**config.mk**
```make
export PLATFORM = sky130hd
export DESIGN_NAME = crypto_result_serializer
export DESIGN_NICKNAME = d
export VERILOG_FILES = /design/src/rtl/crypto_result_serializer.sv
export SDC_FILE = /design/constraint.sdc
export NUM_CORES = 1
export LEC_CHECK = 0
export ABC_CLOCK_PERIOD_IN_PS = 5700
export BUFFER_PORTS_ARGS = -buffer_cell sky130_fd_sc_hd__buf_4
export CORE_MARGIN = 2
export CORE_UTILIZATION = 54
export CTS_CLUSTER_DIAMETER = 30
export DETAILED_ROUTE_END_ITERATION = 8
export GPL_ROUTABILITY_DRIVEN = 0
export PLACE_DENSITY = 0.74
export SLEW_MARGIN = 30
export SYNTH_ARGS = -nofsm -noshare
export SYNTH_HDL_FRONTEND = slang
export SYNTH_SLANG_ARGS = --single-unit
```
**constraint.sdc**
```tcl
create_clock -name clk -period 5.7 [get_ports clk]
set_input_delay 1.14 -clock clk [delete_from_list [all_inputs] [get_ports clk]]
set_output_delay 1.14 -clock clk [all_outputs]
set_load 0.005 [all_outputs]
```
**src/rtl/crypto_result_serializer.sv**
```systemverilog
// crypto_result_serializer
//   Captures completed crypto blocks (one-cycle in_valid pulse, no backpressure) into a
//   DEPTH-entry FIFO and serializes each block into OUT_WIDTH-bit beats on a valid/ready
//   stream. The least-significant slice goes first. Packets are framed with m_last.
//
// Optional feature: define CRYPTO_RES_STATS_EN to add the blk_count and drop_count outputs.
//
// Ports
//   clk, rst      clock; asynchronous active-high reset
//   in_valid      block-done pulse from the engine
//   in_data       completed block (DATA_WIDTH bits)
//   in_space      1 while at least one FIFO slot is free
//   pkt_len       blocks per packet, sampled at the first pop of a packet (0 means 1)
//   m_valid       output beat valid
//   m_data        output beat
//   m_last        last beat of the last block of a packet
//   m_ready       downstream accept
//   fifo_level    blocks held in the FIFO, excluding the block being serialized
//   overflow      sticky flag: a block was dropped
//   clr_overflow  synchronous clear of overflow (a new drop in the same cycle wins)
//   blk_count     (stats only) accepted writes, wraps at 2^32
//   drop_count    (stats only) dropped blocks, saturates at 16'hFFFF
module crypto_result_serializer #(
    parameter int unsigned DATA_WIDTH = 128,
    parameter int unsigned OUT_WIDTH  = 32,
    parameter int unsigned DEPTH      = 4,
    localparam int unsigned LEVEL_W   = $clog2(DEPTH + 1)
) (
    input  logic                  clk,
    input  logic                  rst,
    input  logic                  in_valid,
    input  logic [DATA_WIDTH-1:0] in_data,
    output logic                  in_space,
    input  logic [15:0]           pkt_len,
    output logic                  m_valid,
    output logic [OUT_WIDTH-1:0]  m_data,
    output logic                  m_last,
    input  logic                  m_ready,
    output logic [LEVEL_W-1:0]    fifo_level,
    output logic                  overflow,
    input  logic                  clr_overflow
`ifdef CRYPTO_RES_STATS_EN
    ,
    output logic [31:0]           blk_count,
    output logic [15:0]           drop_count
`endif
);

    localparam int unsigned BEATS  = DATA_WIDTH / OUT_WIDTH;
    localparam int unsigned BEAT_W = (BEATS > 1) ? $clog2(BEATS) : 1;
    localparam int unsigned PTR_W  = $clog2(DEPTH);

    // Elaboration-time parameter checks
    if (DATA_WIDTH % OUT_WIDTH != 0) begin : g_width_chk
        $error("DATA_WIDTH must be an integer multiple of OUT_WIDTH");
    end
    if ((DEPTH < 2) || ((DEPTH & (DEPTH - 1)) != 0)) begin : g_depth_chk
        $error("DEPTH must be a power of two and at least 2");
    end

    typedef enum logic {StIdle, StSend} state_t;

    logic [DATA_WIDTH-1:0] mem [DEPTH];
    logic [PTR_W-1:0]      wr_ptr;
    logic [PTR_W-1:0]      rd_ptr;
    logic [LEVEL_W-1:0]    level;

    state_t                state;
    logic [DATA_WIDTH-1:0] shift;
    logic [BEAT_W-1:0]     beat_cnt;
    logic [15:0]           blk_cnt;
    logic [15:0]           plen;

    logic                  fifo_empty;
    logic                  handshake;
    logic                  last_beat;
    logic                  blk_done;
    logic                  pop;
    logic                  wr_en;
    logic                  drop;
    logic [15:0]           blk_nxt;
    logic [15:0]           plen_in;

    always_comb begin
        fifo_empty = (level == '0);
        handshake  = m_valid && m_ready;
        last_beat  = (beat_cnt == BEAT_W'(BEATS - 1));
        blk_done   = handshake && last_beat;
        // Pop when idle, or chain the next block on the final beat so there is no bubble
        pop        = !fifo_empty && ((state == StIdle) || blk_done);
        // A full FIFO still accepts a write when a slot frees up in the same cycle
        wr_en      = in_valid && ((level < LEVEL_W'(DEPTH)) || pop);
        drop       = in_valid && !wr_en;
        plen_in    = (pkt_len == 16'd0) ? 16'd1 : pkt_len;
        blk_nxt    = blk_cnt;
        if (blk_done) begin
            blk_nxt = (blk_cnt == plen - 16'd1) ? 16'd0 : blk_cnt + 16'd1;
        end
    end

    assign in_space   = (level < LEVEL_W'(DEPTH));
    assign fifo_level = level;
    assign m_data     = shift[OUT_WIDTH-1:0];
    assign m_last     = m_valid && last_beat && (blk_cnt == plen - 16'd1);

    // FIFO storage needs no reset; the level counter guards every read
    always_ff @(posedge clk) begin
        if (wr_en) begin
            mem[wr_ptr] <= in_data;
        end
    end

    always_ff @(posedge clk or posedge rst) begin
        if (rst) begin
            wr_ptr <= '0;
            rd_ptr <= '0;
            level  <= '0;
        end else begin
            if (wr_en) begin
                wr_ptr <= wr_ptr + PTR_W'(1);
            end
            if (pop) begin
                rd_ptr <= rd_ptr + PTR_W'(1);
            end
            if (wr_en && !pop) begin
                level <= level + LEVEL_W'(1);
            end else if (pop && !wr_en) begin
                level <= level - LEVEL_W'(1);
            end
        end
    end

    // Serializer FSM
    always_ff @(posedge clk or posedge rst) begin
        if (rst) begin
            state    <= StIdle;
            m_valid  <= 1'b0;
            shift    <= '0;
            beat_cnt <= '0;
            blk_cnt  <= '0;
            plen     <= '0;
        end else begin
            blk_cnt <= blk_nxt;
            if (pop) begin
                shift    <= mem[rd_ptr];
                beat_cnt <= '0;
                state    <= StSend;
                m_valid  <= 1'b1;
                // Packet length is fixed for the whole packet at its first block
                if (blk_nxt == 16'd0) begin
                    plen <= plen_in;
                end
            end else if (handshake) begin
                shift <= shift >> OUT_WIDTH;
                if (last_beat) begin
                    state   <= StIdle;
                    m_valid <= 1'b0;
                end else begin
                    beat_cnt <= beat_cnt + BEAT_W'(1);
                end
            end
        end
    end

    always_ff @(posedge clk or posedge rst) begin
        if (rst) begin
            overflow <= 1'b0;
        end else if (drop) begin
            overflow <= 1'b1;
        end else if (clr_overflow) begin
            overflow <= 1'b0;
        end
    end

`ifdef CRYPTO_RES_STATS_EN
    always_ff @(posedge clk or posedge rst) begin
        if (rst) begin
            blk_count  <= '0;
            drop_count <= '0;
        end else begin
            if (wr_en) begin
                blk_count <= blk_count + 32'd1;
            end
            if (drop && (drop_count != 16'hFFFF)) begin
                drop_count <= drop_count + 16'd1;
            end
        end
    end
`endif

endmodule

```
==> results_dict.tcl <==
set metrics [dict create \
    run_status "finished, final reports clean" \
    yosys_warnings 0 \
    synthCells 1559 \
    leakage_nw 12.5 \
    dp.final_hpwl_mm 33.6 \
    num_io_pins 188 \
    final_cell_mix "512 x edfxtp_1, 202 x buf_4, 179 x nand2_1, 169 x dfrtp_1, 128 x mux4_2" \
    drv_slew 0 \
    tns_ns 0 \
    synth_edf_count 512 \
    clk_pin_slew_worst_paths_ns 0.05 \
    async_flop_share 0.250 \
    layout_commonest_cell "edfxtp_1" \
    drt_pre_antenna_iters 5 \
    rr_worst_depth 5 \
    grt_pass1_vias 15300 \
    required_ns 4.56 \
    cts_tree "yes" \
    holdWs_ns 0.501 \
    finalCriticalPeriod_ns 4.66 \
    clkLatencyLatePin_ns 0.66 \
    core_sq_um 49200 \
    dp_cells 2310 \
    drt_wl_total_mm 58.2 \
    die_y_um 228 \
    cts_resized 0 \
    ys_seq_area_frac 0.728 \
    hp-class "register to register" \
    startpoint "plen[7]$_DFFE_PP0P_" \
    wire_per_inst_um 22.9 \
    synth-seq-cells 683 \
    ys_dominant_reg_cell "edfxtp_1" \
    clockRootBuffer "clkbuf_16" \
    setup_violations 0 \
    syn_to_final_growth_pct 23.0 \
    power.density_nw_per_um2 546 \
    via_count 14600 \
    worstPathMaxFanout 11 \
    crit_arrival_ns 3.52 \
    rrSetupSlack_ns 2.46 \
    die_area_sq_um 51800 \
    cts_sinks 683 \
    drc_errors 0 \
    syn_avg_cell_area_sq_um 17.3 \
    gr-total-overflow 0 \
    fin_skew_ns 0.0232 \
    drive_above_1_share 0.306 \
    initial_core_util 0.549 \
    relSlewSlack 0.353 \
    grt_max_degree 229 \
    final_cells 2538 \
    hold_violations 0 \
    drtIter0Drc 1210 \
    r2r-end "mem[2][59]$_DFFE_PP_" \
    cp-start-kind "register" \
    worst_slew_pin_slew_ns 0.971 \
    numCtsBuffers 116 \
    fillers 3143 \
    r2r_start "beat_cnt[0]$_DFFE_PP0P_" \
    end_kind "output pin" \
    period_share 0.818 \
    htree_levels 3 \
    fin_nets 1925 \
    final_util 0.676 \
    syn_area_sq_um 27000 \
    antenna_left 0 \
    ys_types 54 \
    max-vdd-ir-drop_uv 325 \
    rows 81 \
    crit_type "register to output pin" \
    rsz0062_at_grt "false" \
    timing.fmax_mhz 214 \
    die_w_um 228 \
    critPathCapture "m_last" \
    antenna_found_initial 3 \
    synth_fp_nets 1717 \
    cap_viol_max_count 0 \
    gr-usage-all-layers 0.231 \
    cts_hold_buf 0 \
    postCtsSetupRepairBufs 0 \
    drt-vias-per-instance 5.76 \
    grt_first_pass_wirelength_mm 88.5 \
    portBuffers 187 \
    clockBufferDepth 3 \
]
[metal layers]
layer	GRT usage	share of wire
met5	0	0.00017
met4	0.0854	0.024
met3	0.0516	0.070
met2	0.375	0.50
met1	0.311	0.40
[critical path, cell delays in order, from the launching register on]
cell	delay, ns
dfrtp_1	0.49
or4_1	0.57
or3_1	0.37
a2111oi_2	0.38
o2111ai_1	0.25
or3_2	0.55
nor2_1	0.14
buf_4	0.13
[per-stage QoR]
stage	setup slack (ns)	instance area, sq um	power [mW]
2_1_floorplan	0.549	27000	9.82
3_3_place_gp	1.76	28900	10.8
3_5_place_dp	1.74	28900	11.0
4_1_cts	1.04	33100	18.2
5_1_grt	0.874	33200	18.9
6_report	1.04	33200	18.1
[registers in the layout, summed over array words and instances, names as in the netlist]
signal,flops
beat_cnt,2
blk_cnt,16
fifo_level,3
mem,512
overflow,1
plen,16
rd_ptr,2
shift,128
state,1
wr_ptr,2
[report_power, final]
| group | leakage, nW | internal [mW] | switching (mW) |
|---|---|---|---|
| combinational | 3.56 | 1.81 | 1.90 |
| clock | 2.00 | 4.82 | 2.39 |
| sequential | 6.92 | 6.47 | 0.732 |
| total | 12.5 | 13.1 | 5.03 |
[Yosys cell counts, types with 2 or more instances]
cell / n / area share
and2_1: 5 / 0.0012
o21ai_0: 107 / 0.020
nor4_1: 11 / 0.0025
buf_1: 11 / 0.0015
mux2_4: 7 / 0.0039
mux2_2: 9 / 0.0038
mux2i_1: 98 / 0.036
buf_4: 32 / 0.0089
and3_1: 6 / 0.0014
mux4_2: 128 / 0.11
dfrtp_1: 171 / 0.16
clkbuf_1: 77 / 0.011
nor2_1: 27 / 0.0038
nor4_2: 2 / 0.00093
ha_1: 8 / 0.0037
xor2_1: 10 / 0.0032
or3_1: 6 / 0.0014
inv_1: 9 / 0.0013
edfxtp_1: 512 / 0.57
nor2b_1: 4 / 0.00093
nor3_1: 14 / 0.0026
xnor2_1: 32 / 0.010
nand3_1: 45 / 0.0083
buf_2: 2 / 0.00037
or4_1: 2 / 0.00056
nand4_1: 8 / 0.0019
a21oi_1: 6 / 0.0011
and4_1: 2 / 0.00065
a31oi_1: 2 / 0.00046
o2111ai_1: 3 / 0.00097
nand2_1: 180 / 0.025
[cell families after synthesis]
| family | Yosys count | synth area share |
|---|---|---|
| AO/OA/AOI/OAI | 133 | 0.0274 |
| XOR/XNOR | 42 | 0.0136 |
| multiplexers | 242 | 0.151 |
| flip-flops | 683 | 0.728 |
| AND/OR/NAND/NOR | 317 | 0.0525 |
| adder cells (fa/ha/maj) | 9 | 0.00445 |
| buffers and inverters | 133 | 0.0233 |
[area by class of cell]
cell class / count / area, sq um / area share
flip-flops and latches: 683 / 19700 / 0.592
multi-input cells: 743 / 6750 / 0.203
clock buffers: 137 / 3120 / 0.0941
repair buffers: 213 / 1750 / 0.0528
clock inverters: 84 / 1040 / 0.0313
well taps: 664 / 831 / 0.0250
inverters: 10 / 41.3 / 0.00124
diodes: 4 / 10.0 / 0.000301
[worst min path at each step]
stage,from,endpoint,cells past startpoint
6_report,shift[127]$_DFFE_PP0P_,shift[127]$_DFFE_PP0P_,2
5_1_grt,shift[97]$_DFFE_PP0P_,shift[97]$_DFFE_PP0P_,2
4_1_cts,shift[96]$_DFFE_PP0P_,shift[96]$_DFFE_PP0P_,2
3_5_place_dp,shift[119]$_DFFE_PP0P_,shift[119]$_DFFE_PP0P_,2
3_3_place_gp,shift[119]$_DFFE_PP0P_,shift[119]$_DFFE_PP0P_,2
2_1_floorplan,shift[100]$_DFFE_PP0P_,shift[100]$_DFFE_PP0P_,2
(Power assumes the default switching activity.)
